<file path="config.mk">
export PLATFORM = sky130hd
export DESIGN_NAME = float_rob_commit
export DESIGN_NICKNAME = d
export VERILOG_FILES = /design/src/rtl/float_rob_commit.sv
export SDC_FILE = /design/constraint.sdc
export NUM_CORES = 2
export LEC_CHECK = 0
export BUFFER_PORTS_ARGS = -buffer_cell sky130_fd_sc_hd__buf_2
export CAP_MARGIN = 40
export CORE_ASPECT_RATIO = 0.7
export CORE_UTILIZATION = 65
export CTS_CLUSTER_DIAMETER = 40
export DETAILED_ROUTE_END_ITERATION = 8
export MAX_ROUTING_LAYER = met4
export PLACE_DENSITY = 0.81
export SETUP_SLACK_MARGIN = 0.1
export SLEW_MARGIN = 20
export SYNTH_ARGS = -nofsm -noshare
export SYNTH_HDL_FRONTEND = slang
export SYNTH_SLANG_ARGS = --single-unit
</file>
<file path="constraint.sdc">
create_clock -name clk -period 14.85 [get_ports clk]
set_input_delay 1.485 -clock clk [delete_from_list [all_inputs] [get_ports clk]]
set_output_delay 1.485 -clock clk [all_outputs]
set_load 0.01 [all_outputs]
</file>
<file path="src/rtl/float_rob_commit.sv">
// float_rob_commit: 15-entry reorder buffer for the FP register file.
// Hands out tags 1..15 at dispatch, captures results from two CDB ports and
// retires up to two completed entries per cycle in program order.
module float_rob_commit #(
   parameter int DATA_W = 32,
   parameter int IDX_W  = 4
) (
   input  logic              clk,
   input  logic              rst_n,
   input  logic              alloc_a,
   input  logic              alloc_b,
   input  logic [4:0]        alloc_wn_a,
   input  logic [4:0]        alloc_wn_b,
   output logic              alloc_ready,
   output logic              wlwta,
   output logic              wlwtb,
   output logic [4:0]        wlwt_wna,
   output logic [4:0]        wlwt_wnb,
   output logic [IDX_W-1:0]  wlwt_ROB_index_a,
   output logic [IDX_W-1:0]  wlwt_ROB_index_b,
   input  logic              cdb_valid_a,
   input  logic              cdb_valid_b,
   input  logic [IDX_W-1:0]  cdb_tag_a,
   input  logic [IDX_W-1:0]  cdb_tag_b,
   input  logic [DATA_W-1:0] cdb_data_a,
   input  logic [DATA_W-1:0] cdb_data_b,
   input  logic              flush,
   output logic              wea,
   output logic              web,
   output logic [4:0]        wna,
   output logic [4:0]        wnb,
   output logic [IDX_W-1:0]  ROB_index_wta,
   output logic [IDX_W-1:0]  ROB_index_wtb,
   output logic [DATA_W-1:0] dataina,
   output logic [DATA_W-1:0] datainb,
   output logic [IDX_W-1:0]  count
);

   localparam int NENT = (1 << IDX_W) - 1;
   localparam logic [IDX_W-1:0] TAG_ONE  = IDX_W'(1);
   localparam logic [IDX_W-1:0] TAG_LAST = IDX_W'(NENT);

   // Tag 0 is reserved as "no pending writer", so pointers wrap from the last tag to 1
   function automatic logic [IDX_W-1:0] nextTag(input logic [IDX_W-1:0] t);
      return (t == TAG_LAST) ? TAG_ONE : t + TAG_ONE;
   endfunction

   logic [NENT:1]     r_valid;
   logic [NENT:1]     r_done;
   logic [4:0]        r_wn   [1:NENT];
   logic [DATA_W-1:0] r_data [1:NENT];
   logic [IDX_W-1:0]  r_head;
   logic [IDX_W-1:0]  r_tail;
   logic [IDX_W-1:0]  r_count;
   logic              r_wea;
   logic              r_web;
   logic [4:0]        r_wna;
   logic [4:0]        r_wnb;
   logic [IDX_W-1:0]  r_idxA;
   logic [IDX_W-1:0]  r_idxB;
   logic [DATA_W-1:0] r_dinA;
   logic [DATA_W-1:0] r_dinB;

   logic              w_ready;
   logic              w_accA;
   logic              w_accB;
   logic [IDX_W-1:0]  w_tagA;
   logic [IDX_W-1:0]  w_tagB;
   logic [IDX_W-1:0]  w_tailNext;
   logic [IDX_W-1:0]  w_nAlloc;
   logic [IDX_W-1:0]  w_head1;
   logic              w_retA;
   logic              w_retB;
   logic [IDX_W-1:0]  w_headNext;
   logic [IDX_W-1:0]  w_nRet;
   logic              w_cdbHitA;
   logic              w_cdbHitB;

   // Dispatch: accept only with two free slots; B takes the slot after A when both go
   always_comb begin
      w_ready    = (r_count <= IDX_W'(NENT - 2));
      w_accA     = alloc_a & w_ready;
      w_accB     = alloc_b & w_ready;
      w_tagA     = r_tail;
      w_tagB     = w_accA ? nextTag(r_tail) : r_tail;
      w_tailNext = r_tail;
      if (w_accA && w_accB) begin
         w_tailNext = nextTag(nextTag(r_tail));
      end else if (w_accA || w_accB) begin
         w_tailNext = nextTag(r_tail);
      end
      w_nAlloc   = IDX_W'(w_accA) + IDX_W'(w_accB);
   end

   // Commit selection looks only at registered state, so a same-cycle CDB write cannot retire
   always_comb begin
      w_head1    = nextTag(r_head);
      w_retA     = r_valid[r_head] & r_done[r_head];
      w_retB     = w_retA & r_valid[w_head1] & r_done[w_head1];
      w_headNext = r_head;
      if (w_retB) begin
         w_headNext = nextTag(w_head1);
      end else if (w_retA) begin
         w_headNext = w_head1;
      end
      w_nRet     = IDX_W'(w_retA) + IDX_W'(w_retB);
      w_cdbHitA  = cdb_valid_a && (cdb_tag_a != '0) && r_valid[cdb_tag_a];
      w_cdbHitB  = cdb_valid_b && (cdb_tag_b != '0) && r_valid[cdb_tag_b];
   end

   // Buffer state and registered commit ports; flush outranks everything but reset
   always_ff @(posedge clk or negedge rst_n) begin
      if (!rst_n) begin
         r_valid <= '0;
         r_done  <= '0;
         for (int i = 1; i <= NENT; i++) begin
            r_wn[i]   <= '0;
            r_data[i] <= '0;
         end
         r_head  <= TAG_ONE;
         r_tail  <= TAG_ONE;
         r_count <= '0;
         r_wea   <= 1'b0;
         r_web   <= 1'b0;
         r_wna   <= '0;
         r_wnb   <= '0;
         r_idxA  <= '0;
         r_idxB  <= '0;
         r_dinA  <= '0;
         r_dinB  <= '0;
      end else if (flush) begin
         r_valid <= '0;
         r_done  <= '0;
         r_head  <= TAG_ONE;
         r_tail  <= TAG_ONE;
         r_count <= '0;
         r_wea   <= 1'b0;
         r_web   <= 1'b0;
      end else begin
         if (w_cdbHitA) begin
            r_done[cdb_tag_a] <= 1'b1;
            r_data[cdb_tag_a] <= cdb_data_a;
         end
         if (w_cdbHitB) begin
            r_done[cdb_tag_b] <= 1'b1;
            r_data[cdb_tag_b] <= cdb_data_b;
         end
         r_wea <= w_retA && (r_wn[r_head] != 5'd0);
         r_web <= w_retB && (r_wn[w_head1] != 5'd0);
         if (w_retA) begin
            r_wna            <= r_wn[r_head];
            r_idxA           <= r_head;
            r_dinA           <= r_data[r_head];
            r_valid[r_head]  <= 1'b0;
            r_done[r_head]   <= 1'b0;
         end
         if (w_retB) begin
            r_wnb            <= r_wn[w_head1];
            r_idxB           <= w_head1;
            r_dinB           <= r_data[w_head1];
            r_valid[w_head1] <= 1'b0;
            r_done[w_head1]  <= 1'b0;
         end
         if (w_accA) begin
            r_valid[w_tagA] <= 1'b1;
            r_done[w_tagA]  <= 1'b0;
            r_wn[w_tagA]    <= alloc_wn_a;
         end
         if (w_accB) begin
            r_valid[w_tagB] <= 1'b1;
            r_done[w_tagB]  <= 1'b0;
            r_wn[w_tagB]    <= alloc_wn_b;
         end
         r_head  <= w_headNext;
         r_tail  <= w_tailNext;
         r_count <= r_count + w_nAlloc - w_nRet;
      end
   end

   assign alloc_ready      = w_ready;
   assign wlwta            = w_accA;
   assign wlwtb            = w_accB;
   assign wlwt_wna         = alloc_wn_a;
   assign wlwt_wnb         = alloc_wn_b;
   assign wlwt_ROB_index_a = w_tagA;
   assign wlwt_ROB_index_b = w_tagB;
   assign wea              = r_wea;
   assign web              = r_web;
   assign wna              = r_wna;
   assign wnb              = r_wnb;
   assign ROB_index_wta    = r_idxA;
   assign ROB_index_wtb    = r_idxB;
   assign dataina          = r_dinA;
   assign datainb          = r_dinB;
   assign count            = r_count;

endmodule
</file>
Word-level counts from Yosys, hierarchy flattened
Index checks and enable logic that the tools add are counted.

Flip-flop bits (word level): 681. Bits in latches: 0. Bits in writable memories: 0. Bits in read-only memories: 0. Input port bits: 89. Logic and storage cells: 218. Memories kept: 0.

Add/subtract/negate cells: 8. Multiply operators: 0. Divide/modulo/power cells: 0. Order comparisons: 23. Eq/ne operators: 4. Shifts and indexed selects: 0. Mux-type cells: 88. Bitwise logic cells: 26. Reduce and logical (&&, ||, !) cells: 26.

Operator list (count): $mux W480 (3); $bwmux W480 (2); $mux W15 (20); $bmux W32 S4 (2); $demux W32 S4 (2); $mux W75 (3); $mux W32 (6); $bwmux W75 (2); $and A15 B15 Y15 (6); $not A15 Y15 (4); $or A15 B15 Y15 (4); $mux W4 (12); $bmux W5 S4 (2); $demux W5 S4 (2); $ge A5 B5 Y1 const B (6); $lt A4 B5 Y1 const B (6); $mux W5 (6); $not A4 Y5 (6); $bmux W1 S4 (6); $demux W1 S4 (6); $ge A4 B1 Y1 const B (6); $lt A5 B1 Y1 const B (4); $logic_and A1 B1 Y1 (17); $add A4 B1 Y4 const B (4); 13 further kinds (38).

Logic depth before layout (Yosys ltp)
Depth in word-level cells: 22. Gate-level depth with buffers: 23. Mapped depth without buffers: 17.

Worst setup path after synthesis
Ideal clock, no wire load.

Path kind: register to register. Start: register r_head[1]. End: register r_count[3] (netlist: count[3]). Arrival time: 4.590 ns. Setup slack: 10.128 ns. Stages on the path, launching flop included: 23. Buffers on the path: 5. Path through: dfrtp_1 > buf_2 > buf_1 > clkbuf_1 > inv_1 > ha_1 > buf_2 > clkbuf_1 > nand2_1 > nor3_1 > o32ai_1 > a211oi_2 > nor2b_1 > nor2b_1 > ha_1 > inv_1 > fa_1 > inv_1 > ha_1 > inv_1 > fa_1 > xnor2_1 > nor2_1.

Word-level cells in the longest chain between the ends: 9.

RTL lines: start, declared (RTL line 52) `logic [IDX_W-1:0] r_head;`; start signal, assigned (RTL line 174) `r_head <= w_headNext;`; $add A4 B1 Y4 or $eq A4 B4 Y1 (tied branches) (RTL line 45) `return (t == TAG_LAST) ? TAG_ONE : t + TAG_ONE;`; $mux W4 (*) (RTL line 45); net w_head1[1] (RTL line 71) `logic [IDX_W-1:0] w_head1;`; $bmux W1 S4 (RTL line 99) `w_retB = w_retA & r_valid[w_head1] & r_done[w_head1];`; $mux W1 (not written as such) (RTL line 99); $and A1 B1 Y1 (RTL line 99); $and A1 B1 Y1 (*) (RTL line 99); $add A1 B1 Y2 (*) (RTL line 106) `w_nRet = IDX_W'(w_retA) + IDX_W'(w_retB);`; $sub A4 B2 Y4 (*) (RTL line 176) `r_count <= r_count + w_nAlloc - w_nRet;`; $mux W4 (*) (RTL line 131) `end else if (flush) begin`; end signal, assigned (RTL line 176); end, declared (RTL line 54) `logic [IDX_W-1:0] r_count;`.

Mark *: on every way through the listed nets, which the timed path passes. The rest lies on a longest branch. The select of a mux whose other input is x is not followed. A chain may end at the register's enable or synchronous reset.

Final worst setup path
Start: register r_head[0]. End: register r_count[3] (netlist: count[3]).

The elaborated chain is that of the path after synthesis.

==> impl_metrics.csv <==
group,metric,value,unit
pwr,p_per_area,163.2,nW/um^2
sta,min_period_over_period,40.09,%
routing,routed_wl,158400,um
critical_path,critPathKind,"reg2reg",
cts,cts_buffers,84,
critical_path,path_cells,"buf_12, inv_2, buf_4, buf_16, ha_4, buf_16, nand3_1, o2111ai_1, a21oi_1, a211oi_2, nor2b_1, nor2b_1, ha_1, inv_1, fa_1, inv_1, ha_1, inv_1, fa_1, xnor2_1, nor2_1",
cts,cts_setup_buffers,0,
sta,slew_viol_final,0,
synthesis,ys_seq_elements,681,
cts,clk_latency,0.68,ns
layout,utilization,73.24,%
synthesis,ys.flop_type,"dfrtp_1",
status,failed_checks,"design-rule violations",
global_routing,grt_pass1_wl,234200,um
place,pre_cts_ws,9.080,ns
pwr,ir_drop,0.0001766,V
sta,rsz0062_at_grt,"false",
synthesis,synth_fp_nets,3907,
cts,cts_hold_buf,0,
floorplan,placementRows,76,
sta,fin_worst_skew,0.02995,ns
floorplan,start_util,65.85,%
critical_path,critPathTopFamily,"adder cells",
floorplan,die_h,210.9,um
layout,final_area,45060,um^2
routing,ant_nets,0,
floorplan,die-area,63350,um^2
layout,fin_cells,4641,
floorplan,die_x,300.4,um
sta,timing.final.crit_period,5.953,ns
synthesis,synth_warnings,0,
layout,drive_gt1_share,24.11,%
pwr,p_leak,18.76,nW
cts,cts_resized,0,
routing,num_vias,37730,
routing,wl_per_cell,34.13,um
cts,cts_tree,"done",
worst_hold_path,min_path_type,"reg2reg",
critical_path,arrival,6.48,ns
synthesis,ys_types,89,
floorplan,core-area,61520,um^2
synthesis,async_flop_share,100.0,%
place,dp.cells,4471,
sta,maxSlewHeadroom,29.90,%
synthesis,syn_inst,3802,
layout,final_nets,3849,
global_routing,antenna_found_initial,13,
critical_path,start_kind,"flip-flop",
layout,area_delta_synth_final,11.23,%
synthesis,synth_top_area_share,41.94,%
routing,drt_iter0_markers,7882,
critical_path,cpMostUsedCell,"inv_1",
sta,final_hold_viol_count,0,
sta,tightest_slew,1.051,ns
place,dpl.hpwl,88720,um
critical_path,max_stage_delay,0.92,ns
place,routabilityCongestion,1.036,
sta,fmax,168.0,MHz
synthesis,yosysSeqAreaShare,42.07,%
cts,htree_levels,3,
global_routing,gr-total-overflow,0,
floorplan,io-pin-count,198,
synthesis,synthTopCellsByArea,"dfrtp_1, mux4_2, o22a_1, nand2_1, a22oi_1",
global_routing,grt_use_total,51.90,%
sta,setup_viol,0,
sta,holdWs,0.4661,ns
routing,drt-pass1-iter-count,9,
place,placed_area,41990,um^2
place,portBuffers,197,
synthesis,syn_avg_cell_area,10.66,um^2
cts,clkTransAtPathRegs,0.06,ns
critical_path,critPathRequiredTime,15.38,ns
sta,tns,0,ns
synthesis,yosys.area.top_type,"dfrtp_1",
synthesis,netlist_area,40510,um^2
global_routing,grt_max_degree,174,
sta,setup_slack,8.897,ns
status,status,"finished, violations left",
critical_path,cp_num_buf_inv,8,
routing,post_drt_via_cell_ratio,8.129,
critical_path,end_kind,"flip-flop",
critical_path,crit_slowest_cell,"dfstp_4",
critical_path,cp_max_fo,62,
synthesis,synth_edf_count,0,
pwr,p_total,7.355,mW
routing,drc,22,
global_routing,grt_pass1_vias,36500,
run,drv_cap,0,
cts,cts_buffer_depth,3,
cts,clock_sink_count,681,
cts,cts_root_buf,"clkbuf_16",
[sequential cells by signal, summed over array words and instances, names as in the netlist]
register / flops
wna: 5
r_valid: 15
wnb: 5
datainb: 32
ROB_index_wta: 4
web: 1
count: 4
dataina: 32
r_done: 15
r_wn: 75
wlwt_ROB_index_a: 4
r_data: 480
ROB_index_wtb: 4
wea: 1
r_head: 4
[layout by cell type, fill, tap and decap left out, drive strengths merged, types with 15 or more instances in the layout]
cell	Yosys	layout
dfrtp	679	679
nand2	568	568
buf	115	295
o22a	288	288
nor2	287	287
mux4	262	262
o21ai	244	244
a22oi	230	230
a221oi	164	164
clkbuf	324	103
mux2	90	90
mux2i	81	81
inv	57	78
nor2b	42	42
o221ai	34	34
nand3	33	33
a21oi	33	33
a222oi	32	32
a31oi	29	29
nand2b	18	18
a31o	17	17
nor3	15	15
[worst reg2reg max path, stage by stage, from the launching register on]
cell and delay [ns]:
dfstp_4 0.92, buf_12 0.32, inv_2 0.07, buf_4 0.24
buf_16 0.26, ha_4 0.48, buf_16 0.31, nand3_1 0.19
o2111ai_1 0.10, a21oi_1 0.12, a211oi_2 0.41, nor2b_1 0.62
nor2b_1 0.20, ha_1 0.32, inv_1 0.04, fa_1 0.35
inv_1 0.07, ha_1 0.14, inv_1 0.05, fa_1 0.40
xnor2_1 0.15, nor2_1 0.05
[synthesized netlist by cell type (all sizes together), types with 15 or more instances]
cell type / n
nor2b: 42
mux4: 262
o221ai: 34
mux2i: 81
a31o: 17
buf: 115
nand3: 33
a222oi: 32
dfrtp: 679
a21oi: 33
nand2: 568
clkbuf: 324
nor3: 15
o21ai: 244
a221oi: 164
a22oi: 230
nor2: 287
o22a: 288
mux2: 90
nand2b: 18
a31oi: 29
inv: 57
[worst paths after layout]
kind                                start           to  slack [ns]  cells past startpoint
worst max register to register  r_head[0]     count[3]        8.90                     21
worst max-delay path            r_head[0]     count[3]        8.90                     21
worst min register to register     wna[1]       wna[1]        0.47                      2
min in group asynchronous           rst_n       wnb[3]        0.82                      1
worst min-delay path               wna[1]       wna[1]        0.47                      2
max in group asynchronous           rst_n  r_data[464]       11.56                      5
[per-layer routing]
layer	track usage (%)	wire [um]	vias up	share of wire, %
li1	-	-	14420	-
met1	67.36	53600	18180	34
met2	64.80	62350	4175	39
met3	27.60	32520	955	21
met4	26.94	9920	0	6.3
met5	-	0	-	0
[where the power goes]
group	switching [mW]	internal (mW)	leakage, nW	total [mW]
registers	0.318	2.17	9.07	2.49
clock network	0.911	1.27	1.41	2.18
logic	1.55	1.13	8.28	2.68
[final cells by class]
cell class | instances | area (um^2)
repair buffers | 295 | 2152
multi-input cells | 2625 | 21680
flip-flops and latches | 681 | 17050
inverters | 57 | 215.2
clock buffers | 103 | 2316
fillers | 4174 | 16460
clock inverters | 47 | 585.6
well taps | 819 | 1025
diodes | 14 | 35.03
[cell families (layout without fill, tap and decap cells)]
kind of cell             after synthesis  after routing  share of synthesized area [%]
AO/OA/AOI/OAI                       1154           1154                          22.08
AND/OR/NAND/NOR                     1017           1017                          10.56
flip-flops                           681            681                          42.07
buffers and inverters                496            502                          5.266
multiplexers                         433            433                          19.39
adder cells (fa/ha/maj)               16             16                         0.5312
XOR/XNOR                               5              5                         0.1081
other                                  0             14                              0
(Power assumes the default switching activity.)
